$ cat src/rtl/fetch_pkg.sv
`default_nettype none
// ============================================================================
// Module      : fetch_pkg
// Description : Shared types and constants for the instruction fetch queue.
//               NOP_INSTR     - instruction presented when the queue is empty
//               fetch_state_t - request FSM states (IDLE, REQ, DROP)
//               fetch_entry_t - one buffered fetch: {pc, instr}
// Revision    : 1.0 - initial release
// ============================================================================
package fetch_pkg;

    // Width of the pc/instr fields carried in a queue entry.
    localparam int ENTRY_W = 32;

    // addi x0, x0, 0
    localparam logic [ENTRY_W-1:0] NOP_INSTR = 32'h0000_0013;

    typedef enum logic [1:0] {
        IDLE = 2'd0,
        REQ  = 2'd1,
        DROP = 2'd2
    } fetch_state_t;

    typedef struct packed {
        logic [ENTRY_W-1:0] pc;
        logic [ENTRY_W-1:0] instr;
    } fetch_entry_t;

endpackage
`default_nettype wire

$ cat src/rtl/fetch_fifo.sv
`default_nettype none
// ============================================================================
// Module      : fetch_fifo
// Description : Synchronous FIFO of fetch_entry_t. flush empties the queue and
//               overrides push and pop on the same edge. head is the oldest
//               entry (contents undefined while count == 0).
// Ports       : clk, rst          - clock, synchronous active-high reset
//               flush             - discard all entries
//               push, push_entry  - enqueue one entry
//               pop               - dequeue the head
//               count             - number of valid entries (0..DEPTH)
//               head              - oldest entry
// Revision    : 1.0 - initial release
// ============================================================================
module fetch_fifo
    import fetch_pkg::*;
#(
    parameter int DEPTH = 4
) (
    input  logic                   clk,
    input  logic                   rst,
    input  logic                   flush,
    input  logic                   push,
    input  fetch_entry_t           push_entry,
    input  logic                   pop,
    output logic [$clog2(DEPTH):0] count,
    output fetch_entry_t           head
);

    localparam int PTR_W = $clog2(DEPTH);
    localparam int CNT_W = PTR_W + 1;

    fetch_entry_t     r_mem [DEPTH];
    logic [PTR_W-1:0] r_rd_ptr;
    logic [PTR_W-1:0] r_wr_ptr;
    logic [CNT_W-1:0] r_count;

    // Storage needs no reset; validity is tracked by r_count alone.
    always_ff @(posedge clk) begin
        if (push && !flush && !rst) begin
            r_mem[r_wr_ptr] <= push_entry;
        end
    end

    // DEPTH is a power of two, so pointers wrap by natural overflow.
    always_ff @(posedge clk) begin
        if (rst || flush) begin
            r_rd_ptr <= '0;
            r_wr_ptr <= '0;
            r_count  <= '0;
        end else begin
            if (push) begin
                r_wr_ptr <= r_wr_ptr + PTR_W'(1);
            end
            if (pop) begin
                r_rd_ptr <= r_rd_ptr + PTR_W'(1);
            end
            if (push && !pop) begin
                r_count <= r_count + CNT_W'(1);
            end else if (pop && !push) begin
                r_count <= r_count - CNT_W'(1);
            end
        end
    end

    assign count = r_count;
    assign head  = r_mem[r_rd_ptr];

endmodule
`default_nettype wire

$ cat src/rtl/instr_fetch_queue.sv
`default_nettype none
// ============================================================================
// Module      : instr_fetch_queue
// Description : Fetch front-end feeding the IF/ID register. Owns the fetch PC,
//               keeps at most one request outstanding to a variable-latency
//               instruction memory (req/ack), buffers {pc, instr} in a FIFO
//               and presents the head. A taken branch flushes the queue and
//               redirects fetch; an in-flight request is then drained (DROP).
//               XLEN must equal fetch_pkg::ENTRY_W.
// Ports       : clk, rst                  - clock, synchronous active-high reset
//               imem_req/imem_addr        - request to instruction memory
//               imem_ack/imem_rdata       - acceptance + returned word
//               redirect_valid/_pc        - taken branch from EX/MEM
//               deq_ready                 - IF/ID write enable
//               out_valid/_instr/_pc      - queue head (NOP / 0 when empty)
//               perf_redirects/perf_starve- saturating counters, present only
//                                           when FETCH_PERF_EN is defined
// Revision    : 1.0 - initial release
// ============================================================================
module instr_fetch_queue
    import fetch_pkg::*;
#(
    parameter int              DEPTH    = 4,
    parameter int              XLEN     = 32,
    parameter logic [XLEN-1:0] RESET_PC = 32'h0000_0000
) (
    input  logic            clk,
    input  logic            rst,
    output logic            imem_req,
    output logic [XLEN-1:0] imem_addr,
    input  logic            imem_ack,
    input  logic [XLEN-1:0] imem_rdata,
    input  logic            redirect_valid,
    input  logic [XLEN-1:0] redirect_pc,
    input  logic            deq_ready,
    output logic            out_valid,
    output logic [XLEN-1:0] out_instr,
    output logic [XLEN-1:0] out_pc
`ifdef FETCH_PERF_EN
    ,
    output logic [15:0]     perf_redirects,
    output logic [31:0]     perf_starve
`endif
);

    localparam int               CNT_W   = $clog2(DEPTH) + 1;
    localparam logic [CNT_W-1:0] C_DEPTH = CNT_W'(DEPTH);

    fetch_state_t     r_state;
    fetch_state_t     w_state_nxt;
    logic [XLEN-1:0]  r_fetch_pc;
    logic [XLEN-1:0]  w_fetch_pc_nxt;
    logic [XLEN-1:0]  r_req_addr;
    logic [XLEN-1:0]  w_redirect_aligned;
    logic [CNT_W-1:0] w_count;
    logic [CNT_W-1:0] w_count_post;
    fetch_entry_t     w_head;
    fetch_entry_t     w_push_entry;
    logic             w_push;
    logic             w_pop;
    logic             w_out_valid;

    assign w_redirect_aligned = redirect_pc & ~XLEN'(3);
    assign w_out_valid        = (w_count != '0);
    // A redirect kills both the returning word and this cycle's dequeue.
    assign w_push             = (r_state == REQ) && imem_ack && !redirect_valid;
    assign w_pop              = w_out_valid && deq_ready && !redirect_valid;
    assign w_push_entry       = '{pc: r_fetch_pc, instr: imem_rdata};

    fetch_fifo #(
        .DEPTH      (DEPTH)
    ) u_fifo (
        .clk        (clk),
        .rst        (rst),
        .flush      (redirect_valid),
        .push       (w_push),
        .push_entry (w_push_entry),
        .pop        (w_pop),
        .count      (w_count),
        .head       (w_head)
    );

    always_ff @(posedge clk) begin
        if (rst) begin
            r_state    <= IDLE;
            r_fetch_pc <= RESET_PC;
            r_req_addr <= RESET_PC;
        end else begin
            r_state    <= w_state_nxt;
            r_fetch_pc <= w_fetch_pc_nxt;
            // The address is captured only when a fresh request is launched,
            // so it stays put through REQ waits and through DROP.
            if (w_state_nxt == REQ) begin
                r_req_addr <= w_fetch_pc_nxt;
            end
        end
    end

    always_comb begin
        w_state_nxt    = r_state;
        w_fetch_pc_nxt = r_fetch_pc;
        w_count_post   = w_count;
        imem_req       = (r_state == REQ) || (r_state == DROP);

        if (w_push && !w_pop) begin
            w_count_post = w_count + CNT_W'(1);
        end else if (w_pop && !w_push) begin
            w_count_post = w_count - CNT_W'(1);
        end

        if (redirect_valid) begin
            w_fetch_pc_nxt = w_redirect_aligned;
        end else if (w_push) begin
            w_fetch_pc_nxt = r_fetch_pc + XLEN'(4);
        end

        // Issue only into a free slot, so an ack can never meet a full FIFO.
        case (r_state)
            IDLE: begin
                if (redirect_valid || (w_count < C_DEPTH)) begin
                    w_state_nxt = REQ;
                end
            end
            REQ: begin
                if (redirect_valid) begin
                    w_state_nxt = imem_ack ? REQ : DROP;
                end else if (imem_ack) begin
                    w_state_nxt = (w_count_post < C_DEPTH) ? REQ : IDLE;
                end
            end
            DROP: begin
                if (imem_ack) begin
                    w_state_nxt = REQ;
                end
            end
            default: w_state_nxt = IDLE;
        endcase
    end

    assign imem_addr = r_req_addr;
    assign out_valid = w_out_valid;
    assign out_instr = w_out_valid ? w_head.instr : NOP_INSTR;
    assign out_pc    = w_out_valid ? w_head.pc : '0;

`ifdef FETCH_PERF_EN
    logic [15:0] r_perf_redirects;
    logic [31:0] r_perf_starve;

    always_ff @(posedge clk) begin
        if (rst) begin
            r_perf_redirects <= '0;
            r_perf_starve    <= '0;
        end else begin
            if (redirect_valid && (r_perf_redirects != '1)) begin
                r_perf_redirects <= r_perf_redirects + 16'd1;
            end
            if (!w_out_valid && deq_ready && (r_perf_starve != '1)) begin
                r_perf_starve <= r_perf_starve + 32'd1;
            end
        end
    end

    assign perf_redirects = r_perf_redirects;
    assign perf_starve    = r_perf_starve;
`endif

endmodule
`default_nettype wire

$ cat config.mk
export PLATFORM = sky130hd
export DESIGN_NAME = instr_fetch_queue
export DESIGN_NICKNAME = d
export VERILOG_FILES = /design/src/rtl/fetch_pkg.sv /design/src/rtl/fetch_fifo.sv /design/src/rtl/instr_fetch_queue.sv
export SDC_FILE = /design/constraint.sdc
export NUM_CORES = 1
export LEC_CHECK = 0
export ABC_AREA = 1
export BUFFER_PORTS_ARGS = -buffer_cell sky130_fd_sc_hd__buf_2
export CORE_MARGIN = 10
export CORE_UTILIZATION = 56
export CTS_BUF_LIST = sky130_fd_sc_hd__clkbuf_4 sky130_fd_sc_hd__clkbuf_8
export DETAILED_ROUTE_END_ITERATION = 6
export PLACE_DENSITY_LB_ADDON = 0.05
export SLEW_MARGIN = 20
export SYNTH_ARGS = -nofsm -noshare
export SYNTH_HDL_FRONTEND = slang
export SYNTH_SLANG_ARGS = --single-unit
$ cat constraint.sdc
create_clock -name clk -period 10.2 [get_ports clk]
set_input_delay 2.04 -clock clk [delete_from_list [all_inputs] [get_ports clk]]
set_output_delay 2.04 -clock clk [all_outputs]
set_load 0.01 [all_outputs]
Yosys cells after proc, flatten, opt, wreduce, memory -nomap -nowiden
Memories as Yosys holds them, arrays and structs flattened. A register that Yosys moved wholly into a read port is not among the register bits.
Cells that the tools add are included.
{"block": "totals", "register_bits": 73, "mem_bits_rw": 256, "out_inout_bits": 98, "mem_count": 1}
{"name": "u_fifo.r_mem", "words": 4, "width": 64, "rd": 1, "rd_clocked_by_memory_dff": 1, "write_ports": 1, "line_no": "fetch_fifo.sv:33", "rtl": "fetch_entry_t r_mem [DEPTH];"}
{"block": "op_classes", "addsub": 5, "n_lt_le_gt_ge": 2, "eq_ne": 3, "muxes": 17, "reduce_logical": 17}
{"operator": "2-to-1 mux 32 bit", "n": 4}
{"operator": "adder 32 x 3 -> 32 bit, second input constant", "n": 1}
{"operator": "2-to-1 mux 2 bit", "n": 7}
{"operator": "logical AND 1 bit", "n": 8}
{"operator": "< comparator 3 bit, second input constant", "n": 2}
{"operator": "2-to-1 mux 3 bit", "n": 2}
{"operator": "one-hot mux 2 bit (3 select lines)", "n": 1}
{"operator": "adder 2 x 1 -> 2 bit, second input constant", "n": 2}
{"operator": "== test 2 x 1 -> 1 bit, second input constant", "n": 2}
{"operator": "zero test 1 bit", "n": 4}
{"operator": "adder 3 x 1 -> 3 bit, second input constant", "n": 1}
{"operator": "logical OR 1 bit", "n": 3}
{"operator": "2-to-1 mux 1 bit", "n": 3}
{"operator": "nonzero test 3 bit", "n": 1}
{"operator": "subtractor 3 x 1 -> 3 bit, second input constant", "n": 1}
{"operator": "== test 2 bit, second input constant", "n": 1}
{"operator": "zero test 2 bit", "n": 1}

Depth between registers and ports, before layout
{"block": "logic_depth", "word_depth": 13, "mapped_depth": 21, "mapped_depth_nobuf": 19}

Cells and area by module
Synthesis repeated with hierarchy kept, for this count alone.
{"block": "unflattened", "cells_unflattened": 1367, "area_unflattened_um2": 13970.9}
{"module": "fetch_fifo", "instances": 1, "cells_per_inst": 677, "area_per_inst_um2": 9944.5}
{"module": "instr_fetch_queue", "instances": 1, "cells_per_inst": 690, "area_per_inst_um2": 4026.4}

Worst setup path before layout
Ideal clock, no wire load.
{"block": "synth_timing", "kind": "input to register", "startpoint": "in rst", "endpoint": "mem u_fifo.r_mem[0][0] in the netlist's numbering (enable)", "setup_time_ns": 0.486, "t_arrival_ns": 5.219, "t_required_ns": 9.714, "setup_slack_ns": 4.494, "path_stages": 5, "n_path_buf": 2, "path_cell_list": "buf_6 > clkinv_1 > buf_4 > nand2_1 > nor2_1"}
{"block": "synth_via", "elab_chain_len": 4}
{"element": "start, declared", "line_no": "instr_fetch_queue.sv:28", "rtl": "input logic rst,"}
{"element": "zero test 1 bit", "line_no": "fetch_fifo.sv:40", "rtl": "if (push && !flush && !rst) begin"}
{"element": "logical AND 1 bit", "line_no": "fetch_fifo.sv:40"}
{"element": "2-to-1 mux 1 bit", "line_no": "fetch_fifo.sv:40"}
{"element": "2-to-1 mux 1 bit (implied by the code)", "line_no": "fetch_fifo.sv:41", "rtl": "r_mem[r_wr_ptr] <= push_entry;"}
{"element": "end, declared", "line_no": "fetch_fifo.sv:33"}
Every way passes these cells.

Final worst setup path
{"block": "layout_timing", "startpoint": "in redirect_valid", "endpoint": "reg r_req_addr[12] (netlist: imem_addr[12])"}
{"block": "layout_via", "elab_chain_len": 12, "elab_cells_between_ends": 19, "classes_between": "order compare: 1; eq/ne: 1; mux: 9; reduce/logical: 8"}
{"element": "start, declared", "line_no": "instr_fetch_queue.sv:33", "rtl": "input logic redirect_valid,"}
{"element": "zero test 1 bit", "line_no": "instr_fetch_queue.sv:66, instr_fetch_queue.sv:67"}
{"element": "logical AND 1 bit", "line_no": "instr_fetch_queue.sv:66", "rtl": "assign w_push = (r_state == REQ) && imem_ack && !redirect_valid;"}
{"element": "zero test 1 bit", "line_no": "instr_fetch_queue.sv:107", "rtl": "end else if (w_pop && !w_push) begin"}
{"element": "logical AND 1 bit", "line_no": "instr_fetch_queue.sv:107"}
{"element": "2-to-1 mux 3 bit", "line_no": "instr_fetch_queue.sv:107"}
{"element": "2-to-1 mux 3 bit", "line_no": "instr_fetch_queue.sv:105", "rtl": "if (w_push && !w_pop) begin"}
{"element": "< comparator 3 bit", "line_no": "instr_fetch_queue.sv:128", "rtl": "w_state_nxt = (w_count_post < C_DEPTH) ? REQ : IDLE;"}
{"element": "2-to-1 mux 1 bit", "line_no": "instr_fetch_queue.sv:128"}
{"element": "2-to-1 mux 2 bit", "line_no": "instr_fetch_queue.sv:127", "rtl": "end else if (imem_ack) begin"}
{"element": "2-to-1 mux 2 bit", "line_no": "instr_fetch_queue.sv:125", "rtl": "if (redirect_valid) begin"}
{"element": "one-hot mux 2 bit (3 select lines)", "line_no": "instr_fetch_queue.sv:118", "rtl": "case (r_state)"}
{"element": "== test 2 x 1 -> 1 bit", "line_no": "instr_fetch_queue.sv:93", "rtl": "if (w_state_nxt == REQ) begin"}
{"element": "end signal, assigned", "line_no": "instr_fetch_queue.sv:94", "rtl": "r_req_addr <= w_fetch_pc_nxt;"}
{"element": "end, declared", "line_no": "instr_fetch_queue.sv:53", "rtl": "logic [XLEN-1:0] r_req_addr;"}
Several ways; a longest one is shown, not always the timed one.
A chain may end at the register's enable or synchronous reset.

==> metrics <==
cell breakdown of the critical path buf_2 > inv_2 > buf_4 > nand3_2 > ha_1 > nand3_1 > nand3_1 > nand2_1 > nand2_1 > nand2_1 > nand2_1 > nand2_1 > nand2_1 > buf_4 > nand2_1 > nand2_1 > a21oi_1; via-per-instance ratio 5.29; share of cells above drive strength 1 0.192; DRT Pass-1 Iters 6; crit-path max cell delay 750 ps; hold_sp imem_addr[6]; DRT iter0 DRCs between 800 and 900; row count 57; PostCTS Resize Cnt 0; Required @ worst endpoint around 11000 ps; Least-Margin Pin Slew about 1000 ps; worst IR drop on VDD about 0.12 mV; clk sinks 331; EDFF count, synth 256; WS Path Type in2reg; Setup crit start kind input pin; wire length of the first global-routing pass between 50 and 60 mm; Die Y about 180 um; Main synth FF type edfxtp_1; Critical R2R Capture imem_addr[12]; Distinct cells, synth 39; P_leak about 0.0064 uW; final WL 32.6 mm; DRC errors left 0; Initial Util 0.572; Max Transition Viols Final 0; Final Cell Area between 15000 and 20000 um2; Worst-Skew Late Latency about 570 ps; maxcap violations 0; flops & latches, synth 331; core area about 24000 um2; FF-to-FF setup slack between 6000 and 7000 ps; RSZ-0062 raised after global routing no; Yosys warnings 0; post-layout net count roughly 1600; status finished, final reports clean; H-tree depth 2; Hold EP imem_addr[6]; CP Buf/Inv Count 4; setup_tns 0 ps; CTS clk-pin slew, worst paths around 60 ps; Cell Pwr Density about 170 nW/um2; Mapped Cells around 1400; Worst Path Max Fanout 43; CP most frequent cell nand2_1; pre-CTS setup slack 4170 ps; Post-CTS Setup Bufs 0; Tcrit/Tclk final 0.536; fin crit period ~5500 ps; R2R cell count 18; vias post-DR ~10000; I/O pins around 170; hpwl dp just under 20 mm; clock root buffer clkbuf_8; syn nets about 1500; hold_buf cts 0; placed cell area ~15000 um2; Avg Synthesized Cell Area approximately 10 um2; area delta synth->final 15.0%; antenna-violating nets left 0; clk buf depth 3; Setup violations, final 0; total global routing overflow 0; Mapped Area between 10000 and 15000 um2; fmax approximately 180 MHz; CTS tree done; Seq/Total Area, Yosys 0.657; Total Die Area 31700 um2; overall routing resource usage 0.202; critical path data arrival time 5970 ps; WL per Instance between 15 and 20 um; CP endpoint kind flop; TritonCTS Buffers 51; CP delay by family, top simple AND/OR/NAND/NOR gates; Tightest Hold Check Type reg2reg; slowest stage cell, crit path nand2_1; number of global-route vias before repair 9818; Worst Hold Depth 2; initial antenna violation count 0; PortBufs between 150 and 200; clock skew 20.6 ps; Die Span X ~180 um; Hold Vio Cnt, Final 0; Worst R2R Start r_state[1]; relative slew slack 0.320; GPL Wtd Cong 0.894; asr flop ratio synth 0; setup ws final around 4700 ps; largest net degree at the start of global routing between 100 and 150; Final Util 0.658
[stage by stage]
| step | power (uW) | hold slack [ps] | std cells |
|---|---|---|---|
| after detailed placement | 1730 | 453 | 1824 |
| after CTS | 2800 | 462 | 1917 |
| after global placement | 1720 | 448 | 1824 |
| after global routing | 2890 | 496 | 1918 |
| final | 2780 | 457 | 1919 |
| after floorplan | 1650 | 444 | 1388 |
[cell type report]
class / count / area (um2)
multi-input combinational: 889 / 4150
inverter: 102 / 383
tap: 324 / 405
clock inverter: 20 / 121
antenna: 1 / 2.50
sequential: 331 / 9190
timing repair buffer: 179 / 946
fill: 1971 / 8380
clock buffer: 73 / 886
[cell usage after synthesis, types with 6 or more instances]
| cell | count | share of area |
|---|---|---|
| ha_1 | 14 | 0.013 |
| nand4_1 | 12 | 0.0054 |
| nand3_1 | 50 | 0.018 |
| buf_1 | 7 | 0.0019 |
| edfxtp_1 | 256 | 0.55 |
| buf_2 | 6 | 0.0021 |
| dfxtp_1 | 75 | 0.11 |
| inv_1 | 95 | 0.025 |
| o21ai_0 | 146 | 0.052 |
| clkbuf_1 | 46 | 0.012 |
| nand2_1 | 166 | 0.045 |
| nor2_1 | 338 | 0.091 |
| a21oi_1 | 108 | 0.039 |
| nor3_1 | 10 | 0.0036 |
[kinds of logic after synthesis]
logic type      Yosys count  share of synthesized area
simple gates            600                      0.178
buf+inv                 168                     0.0486
compound gates          272                      0.102
xor+xnor                  3                    0.00188
fa+ha+maj                14                     0.0125
flops                   331                      0.657
[sequential cells by signal, indices dropped and copies added (netlist names), named ones only]
name / count
r_fetch_pc: 32
u_fifo.r_wr_ptr: 2
u_fifo.count: 3
r_state: 2
u_fifo.r_rd_ptr: 2
imem_addr: 32
u_fifo.r_mem: 256
[placed cells by master (no fill, tap or decap), drive strengths merged, types with 12 or more instances in the layout]
master | Yosys | final
a21oi | 110 | 110
buf | 20 | 179
clkbuf | 46 | 73
clkinv | 2 | 19
dfxtp | 75 | 75
edfxtp | 256 | 256
ha | 14 | 14
inv | 100 | 102
nand2 | 171 | 171
nand3 | 55 | 55
nand4 | 12 | 12
nor2 | 344 | 344
o21ai | 148 | 148
[worst max path at each step]
stage / from / to / cells past startpoint
2_1_floorplan: rst / u_fifo.r_mem[0][0] / 5
3_3_place_gp: redirect_valid / imem_addr[4] / 17
3_5_place_dp: redirect_valid / imem_addr[11] / 17
4_1_cts: redirect_valid / imem_addr[29] / 17
5_1_grt: redirect_valid / imem_addr[31] / 17
6_report: redirect_valid / imem_addr[12] / 17
[power by group]
| group | internal (uW) | total [uW] | switching (uW) |
|---|---|---|---|
| clock | 586 | 1080 | 490 |
| combinational | 66.1 | 185 | 119 |
| sequential | 1490 | 1520 | 30.5 |
| total | 2140 | 2780 | 640 |
[worst register-to-register path: stages (launching register included)]
cell	delay (ps)
dfxtp_1	350
inv_1	140
ha_1	260
nand2_2	190
nor2_4	350
ha_1	280
inv_1	90
nand2_1	80
nand3_1	80
nand2_1	70
nand2_1	40
nand2_1	50
nand2_1	40
nand2_1	90
nand2_1	60
buf_4	210
nand2_1	760
nand2_1	600
a21oi_1	270
[per-layer routing]
| metal | vias up | track usage | wire (um) |
|---|---|---|---|
| li1 | 5031 | - | - |
| met1 | 4735 | 0.266 | 14400 |
| met2 | 326 | 0.334 | 15500 |
| met3 | 60 | 0.0429 | 2220 |
| met4 | 0 | 0.0535 | 515 |
| met5 | - | 0 | 0 |
No activity file was read; power rests on OpenSTA's default activity.
